**config.mk**
```make
export PLATFORM = sky130hd
export DESIGN_NAME = fetch_stage_flat
export DESIGN_NICKNAME = d
export VERILOG_FILES = /design/src/rtl/cpu_pkg.sv /design/src/rtl/fetch_stage_if.sv /design/src/rtl/fetch_stage_ifid_reg.sv /design/src/rtl/fetch_stage.sv /design/src/flat_wrapper.sv
export SDC_FILE = /design/constraint.sdc
export NUM_CORES = 1
export LEC_CHECK = 0
export CAP_MARGIN = 20
export CORE_MARGIN = 8
export CORE_UTILIZATION = 55
export DETAILED_ROUTE_END_ITERATION = 8
export DONT_BUFFER_PORTS = 1
export HOLD_SLACK_MARGIN = 0.1
export PLACE_DENSITY_LB_ADDON = 0.3
export SKIP_LAST_GASP = 1
export SLEW_MARGIN = 15
export SYNTH_ARGS = -nofsm -noshare
export SYNTH_HDL_FRONTEND = slang
export SYNTH_SLANG_ARGS = --single-unit
```
**constraint.sdc**
```tcl
create_clock -name clk -period 2.3 [get_ports clk]
set_input_delay 0.46 -clock clk [delete_from_list [all_inputs] [get_ports clk]]
set_output_delay 0.46 -clock clk [all_outputs]
set_load 0.01 [all_outputs]
```
**src/rtl/cpu_pkg.sv**
```systemverilog
// cpu_pkg: shared pipeline constants, fetch state encoding and IF/ID control codes.
// Also provides a saturating increment used by the optional perf counters.
package cpu_pkg;

    localparam int          ADDR_W    = 8;
    localparam int          PC_STEP   = 4;
    localparam logic [31:0] NOP_WORD  = 32'h0000_0000;
    localparam logic [31:0] HALT_WORD = 32'hFFFF_FFFF;

    typedef enum logic [1:0] {
        BOOT = 2'd0,
        RUN  = 2'd1,
        HALT = 2'd2
    } fetch_state_e;

    typedef enum logic [1:0] {
        IFID_HOLD  = 2'd0,
        IFID_LOAD  = 2'd1,
        IFID_FLUSH = 2'd2
    } ifid_ctrl_e;

    function automatic logic [15:0] sat_inc16(input logic [15:0] value);
        return (value == 16'hFFFF) ? value : value + 16'd1;
    endfunction

endpackage

```
**src/rtl/fetch_stage_if.sv**
```systemverilog
// fetch_stage_if: instruction-memory read bus between the fetch stage and the memory bank.
// The fetch stage is the master; the address is a byte address.
interface fetch_stage_if #(
    parameter int ADDR_W = cpu_pkg::ADDR_W
);
    logic              imem_read;
    logic [ADDR_W-1:0] imem_addr;
    logic [31:0]       imem_rdata;

    modport master (
        output imem_read,
        output imem_addr,
        input  imem_rdata
    );

    modport slave (
        input  imem_read,
        input  imem_addr,
        output imem_rdata
    );
endinterface

```
**src/rtl/fetch_stage_ifid_reg.sv**
```systemverilog
// ifid_reg: IF/ID pipeline register with hold, flush (bubble) and load controls.
// A flush writes NOP_WORD, clears valid and zeroes the stored pc+4.
module ifid_reg
    import cpu_pkg::*;
#(
    parameter int          ADDR_W   = cpu_pkg::ADDR_W,
    parameter logic [31:0] NOP_WORD = cpu_pkg::NOP_WORD
) (
    input  logic              clk,
    input  logic              rst_n,
    input  ifid_ctrl_e        ctrl,
    input  logic [31:0]       load_instr,
    input  logic [ADDR_W-1:0] load_pc4,
    output logic [31:0]       instr,
    output logic [ADDR_W-1:0] pc4,
    output logic              valid
);

    always_ff @(posedge clk or negedge rst_n) begin
        if (!rst_n) begin
            instr <= NOP_WORD;
            pc4   <= '0;
            valid <= 1'b0;
        end else begin
            case (ctrl)
                IFID_LOAD: begin
                    instr <= load_instr;
                    pc4   <= load_pc4;
                    valid <= 1'b1;
                end
                IFID_FLUSH: begin
                    instr <= NOP_WORD;
                    pc4   <= '0;
                    valid <= 1'b0;
                end
                default: begin
                    instr <= instr;
                    pc4   <= pc4;
                    valid <= valid;
                end
            endcase
        end
    end

endmodule

```
**src/rtl/fetch_stage.sv**
```systemverilog
// fetch_stage: owns the PC and BOOT/RUN/HALT fetch FSM, drives the memory bus and IF/ID.
// Define FETCH_PERF_EN to add saturating perf_fetched/perf_stall/perf_flush counters.
module fetch_stage
    import cpu_pkg::*;
#(
    parameter int                ADDR_W    = cpu_pkg::ADDR_W,
    parameter logic [ADDR_W-1:0] RESET_PC  = '0,
    parameter logic [31:0]       HALT_WORD = cpu_pkg::HALT_WORD,
    parameter logic [31:0]       NOP_WORD  = cpu_pkg::NOP_WORD
) (
    input  logic              clk,
    input  logic              rst_n,
    input  logic              stall,
    input  logic              ex_branch_taken,
    input  logic [ADDR_W-1:0] ex_branch_target,
    input  logic              id_jump,
    input  logic [ADDR_W-1:0] id_jump_target,
    fetch_stage_if.master     imem,
    output logic [31:0]       ifid_instr,
    output logic [ADDR_W-1:0] ifid_pc4,
    output logic              ifid_valid,
    output logic              halted
`ifdef FETCH_PERF_EN
    ,
    output logic [15:0]       perf_fetched,
    output logic [15:0]       perf_stall,
    output logic [15:0]       perf_flush
`endif
);

    fetch_state_e      state;
    fetch_state_e      state_next;
    logic [ADDR_W-1:0] pc;
    logic [ADDR_W-1:0] pc_next;
    logic [ADDR_W-1:0] pc_plus4;
    ifid_ctrl_e        ifid_ctrl;

    assign pc_plus4       = pc + ADDR_W'(PC_STEP);
    assign imem.imem_addr = pc;
    assign imem.imem_read = (state == RUN);
    assign halted         = (state == HALT);

    always_ff @(posedge clk or negedge rst_n) begin
        if (!rst_n) begin
            state <= BOOT;
            pc    <= RESET_PC;
        end else begin
            state <= state_next;
            pc    <= pc_next;
        end
    end

    // An EX redirect beats the younger ID jump, and both beat a stall; in HALT only EX can leave.
    always_comb begin
        state_next = state;
        pc_next    = pc;
        ifid_ctrl  = IFID_HOLD;
        case (state)
            BOOT: begin
                state_next = RUN;
                ifid_ctrl  = IFID_FLUSH;
            end
            RUN: begin
                if (ex_branch_taken) begin
                    pc_next   = ex_branch_target;
                    ifid_ctrl = IFID_FLUSH;
                end else if (id_jump) begin
                    pc_next   = id_jump_target;
                    ifid_ctrl = IFID_FLUSH;
                end else if (stall) begin
                    ifid_ctrl = IFID_HOLD;
                end else if (imem.imem_rdata == HALT_WORD) begin
                    state_next = HALT;
                    ifid_ctrl  = IFID_FLUSH;
                end else begin
                    pc_next   = pc_plus4;
                    ifid_ctrl = IFID_LOAD;
                end
            end
            HALT: begin
                ifid_ctrl = IFID_FLUSH;
                if (ex_branch_taken) begin
                    pc_next    = ex_branch_target;
                    state_next = RUN;
                end
            end
            default: begin
                state_next = BOOT;
                ifid_ctrl  = IFID_FLUSH;
            end
        endcase
    end

    ifid_reg #(
        .ADDR_W   (ADDR_W),
        .NOP_WORD (NOP_WORD)
    ) u_ifid_reg (
        .clk        (clk),
        .rst_n      (rst_n),
        .ctrl       (ifid_ctrl),
        .load_instr (imem.imem_rdata),
        .load_pc4   (pc_plus4),
        .instr      (ifid_instr),
        .pc4        (ifid_pc4),
        .valid      (ifid_valid)
    );

`ifdef FETCH_PERF_EN
    logic ev_fetch;
    logic ev_stall;
    logic ev_flush;

    always_comb begin
        ev_fetch = (ifid_ctrl == IFID_LOAD);
        ev_stall = 1'b0;
        ev_flush = 1'b0;
        if (state == RUN) begin
            ev_stall = stall && !ex_branch_taken && !id_jump;
            ev_flush = ex_branch_taken || id_jump;
        end else if (state == HALT) begin
            ev_flush = ex_branch_taken;
        end
    end

    always_ff @(posedge clk or negedge rst_n) begin
        if (!rst_n) begin
            perf_fetched <= '0;
            perf_stall   <= '0;
            perf_flush   <= '0;
        end else begin
            if (ev_fetch) perf_fetched <= sat_inc16(perf_fetched);
            if (ev_stall) perf_stall   <= sat_inc16(perf_stall);
            if (ev_flush) perf_flush   <= sat_inc16(perf_flush);
        end
    end
`endif

endmodule

```
**src/flat_wrapper.sv**
```systemverilog
// flat-port wrapper written by rule: the top's interface ports become plain ports
module fetch_stage_flat import cpu_pkg::*;
#(
    parameter int                ADDR_W    = cpu_pkg::ADDR_W,
    parameter logic [ADDR_W-1:0] RESET_PC  = '0,
    parameter logic [31:0]       HALT_WORD = cpu_pkg::HALT_WORD,
    parameter logic [31:0]       NOP_WORD  = cpu_pkg::NOP_WORD
)
  (clk, rst_n, stall, ex_branch_taken, ex_branch_target, id_jump, id_jump_target, ifid_instr, ifid_pc4, ifid_valid, halted, imem_imem_read, imem_imem_addr, imem_imem_rdata);
  fetch_stage_if #(.ADDR_W(ADDR_W)) imem_i ();
  input  logic clk;
  input  logic rst_n;
  input  logic stall;
  input  logic ex_branch_taken;
  input  logic [ADDR_W-1:0] ex_branch_target;
  input  logic id_jump;
  input  logic [ADDR_W-1:0] id_jump_target;
  output logic [31:0] ifid_instr;
  output logic [ADDR_W-1:0] ifid_pc4;
  output logic ifid_valid;
  output logic halted;
  output wire logic [$bits(imem_i.imem_read)-1:0] imem_imem_read;
  output wire logic [$bits(imem_i.imem_addr)-1:0] imem_imem_addr;
  input wire logic [$bits(imem_i.imem_rdata)-1:0] imem_imem_rdata;
  assign imem_imem_read = imem_i.imem_read;
  assign imem_imem_addr = imem_i.imem_addr;
  assign imem_i.imem_rdata = imem_imem_rdata;
  fetch_stage #(.ADDR_W(ADDR_W), .RESET_PC(RESET_PC), .HALT_WORD(HALT_WORD), .NOP_WORD(NOP_WORD)) u_core (.clk(clk), .rst_n(rst_n), .stall(stall), .ex_branch_taken(ex_branch_taken), .ex_branch_target(ex_branch_target), .id_jump(id_jump), .id_jump_target(id_jump_target), .imem(imem_i), .ifid_instr(ifid_instr), .ifid_pc4(ifid_pc4), .ifid_valid(ifid_valid), .halted(halted));
endmodule
```
==> results.md <==
- Status: finished clean
- Syn Area/Cell: 9.469 um2
- Rows: 24
- Worst R2R Start: u_core.state[1]
- WL/cell: 19.05 um
- Detail Route Antenna Nets: 0
- Setup TNS: 0 ns
- Initial Util: 57.41%
- TritonCTS clock tree: yes
- Reg2reg end: u_core.u_ifid_reg.instr[12]
- Die X: 83.42 um
- Share of cells above drive strength 1: 8.712%
- Clock skew: 0.009448 ns
- Worst-margin pin slew: 0.3462 ns
- CTS root buf: clkbuf_8
- Worst path arrival time: 2.20 ns
- Overall routing resource usage: 17.45%
- Post-detail-place hpwl: 4.574 mm
- Grt peak-use layer: met2
- Vias in the first global route: 1882
- Most common cell after layout, fill and taps aside: dfrtp_1
- Clk sinks: 51
- Total routed wirelength: 6.020 mm
- Critical path data required time: 2.46 ns
- Fin nets: 325
- Min-delay worst type: input pin to flip-flop
- Synthesized flop and latch total: 51
- Syn Inst Count: 264
- Port buffer count: 0
- Syn Nets: 324
- Total number of vias: 1821
- CP startpoint: u_core.state[1]
- Max-cap violations: 0
- Max clock buf depth: 2
- Crit Path Class: flip-flop to flip-flop
- R2R Setup Slk: 0.27 ns
- Setup crit start kind: flip-flop
- CP max FO: 37
- Met2 Use GR: 28.29%
- Synth async-reset ratio: 100.0%
- Final hold slack: 0.3029 ns
- Synth cell types: 28
- Final Hold Viols: 0
- Largest net degree at the start of global routing: 52
- Post-CTS setup buffers: 0
- Vias per inst: 5.763
- Mapped Area: 0.002500 mm2
- Die area: 0.006959 mm2
- Met3 Usage GRT: 8.008%
- Pwr dens: 675.8 mW/mm2
- Max_slew headroom: 76.92%
- Critical path endpoint category: flip-flop
- Initial antenna violation count: 0
- Drt initial violations: 103
- Number of synthesized flops with an enable pin: 0
- Die height: 83.42 um
- Core Region: 0.004354 mm2
- Inserted Diodes: 0
- Area Overhead vs Synth: 7.608%
- Worst-path clk slew: 0.09 ns
- Share of the yosys chip area belonging to registers: 51.05%
- Fin crit share: 88.41%
- DRC: 0
- VDD IR max: 440.1 uV
- Most frequent cells in the layout: dfrtp_1 (51), nand2_1 (49), o21ai_0 (45)
- DR pass1 iterations: 4
- Slew Limit Fails: 0
- Worst-skew pair later-pin latency: 0.30 ns
- Global-route track usage on met1: 20.48%
- Setup violators final: 0
- GRT overflow: 0
- RSZ-0062 raised after global routing: false
- Main synth FF type: dfrtp_1
- First-pass GRT wire length: 10.01 mm
- Total CTS buffers: 5
- P_leak: 1.162 nW
- Total power: 1.818 mW
- Critical path endpoint: u_core.u_ifid_reg.instr[12]
- Min Tclk post-route: 2.033 ns
- # IOs: 104
- H-tree levels: 2
- Worst reg2reg path depth: 7
- Max Freq: 0.4918 GHz
- RD Place Congestion: 0.7681
- Syn. warnings: 0
## sequential cells by signal, indices dropped and copies added (netlist names)
signal	count
u_core.imem.imem_addr	8
u_core.u_ifid_reg.valid	1
u_core.state	2
u_core.u_ifid_reg.pc4	8
u_core.u_ifid_reg.instr	32
## report_power, final
| part | internal [mW] | leakage, nW | switching (mW) | total [mW] |
|---|---|---|---|---|
| clock network | 0.204 | 0.0371 | 0.269 | 0.472 |
| registers | 0.981 | 0.665 | 0.121 | 1.10 |
| logic | 0.110 | 0.460 | 0.135 | 0.245 |
| total | 1.29 | 1.16 | 0.524 | 1.82 |
## cell type report
class | count | area (um2)
multi-input combinational | 194 | 1146
timing repair buffer | 9 | 115.1
fill | 376 | 1664
sequential | 51 | 1276
clock buffer | 6 | 72.57
inverter | 4 | 15.01
tap | 52 | 65.06
## synthesized netlist by cell type, types with 4 or more instances
cell / number / share of area [%]
nand4_1: 8 / 2.0
clkbuf_1: 13 / 2.0
dfrtp_1: 51 / 51
a21oi_1: 6 / 1.2
nor2_1: 8 / 1.2
xnor2_1: 4 / 1.4
o31ai_1: 4 / 1.2
inv_1: 4 / 0.60
mux2_2: 6 / 2.7
or2b_1: 8 / 2.4
nand2_1: 49 / 7.4
o21ai_0: 45 / 9.0
ha_1: 7 / 3.5
nand2b_1: 27 / 6.8
## cells by family (layout without fill, tap and decap cells)
| group | after synthesis | after routing | synth area share, % |
|---|---|---|---|
| and+or+nand+nor | 110 | 110 | 22.07 |
| AOI/OAI and AO/OA | 65 | 65 | 15.27 |
| DFF | 51 | 51 | 51.05 |
| buffers and inverters | 19 | 19 | 3.203 |
| muxes | 8 | 8 | 3.503 |
| adders and majority gates | 7 | 7 | 3.503 |
| xor gates and xnor gates | 4 | 4 | 1.401 |
## how the worst min path moves through the flow
stage | start | to | slack (ns) | cells past startpoint
2_1_floorplan | rst_n | u_core.imem.imem_addr[0] | 0.16 | 0
3_3_place_gp | rst_n | u_core.u_ifid_reg.pc4[5] | 0.17 | 0
3_5_place_dp | rst_n | u_core.imem.imem_addr[7] | 0.17 | 0
4_1_cts | imem_imem_rdata[8] | u_core.u_ifid_reg.instr[8] | 0.30 | 2
5_1_grt | imem_imem_rdata[26] | u_core.u_ifid_reg.instr[26] | 0.29 | 2
6_report | imem_imem_rdata[26] | u_core.u_ifid_reg.instr[26] | 0.30 | 2
## metrics by stage
| stage | instances | setup WS, ns | cell area [um2] | util (%) |
|---|---|---|---|---|
| after floorplan | 264 | 0.07433 | 2500 | - |
| after global placement | 308 | 0.1289 | 2580 | 59.25 |
| after detailed placement | 308 | 0.04177 | 2580 | 59.25 |
| after CTS | 316 | 0.2703 | 2690 | 61.78 |
| after global routing | 316 | 0.1210 | 2690 | 61.78 |
| final | 316 | 0.2666 | 2690 | 61.78 |
## critical path: stages (launching register included)
cell	delay, ns
dfrtp_1	0.43
inv_1	0.10
ha_1	0.16
nand3_1	0.16
o21bai_1	0.23
ha_2	0.47
buf_12	0.21
o21ai_0	0.13
## what timing repair did
action / CTS / global route
gates resized for setup: 0 / 0
hold buffers: 2 / 0
hold endpoints to repair: 51 / 0
## metal layers
layer	wire (um)	up-vias
met5	0	-
met4	57	0
met3	601	4
met2	2948	73
met1	2413	853
li1	-	891
No activity file was read; power rests on OpenSTA's default activity.
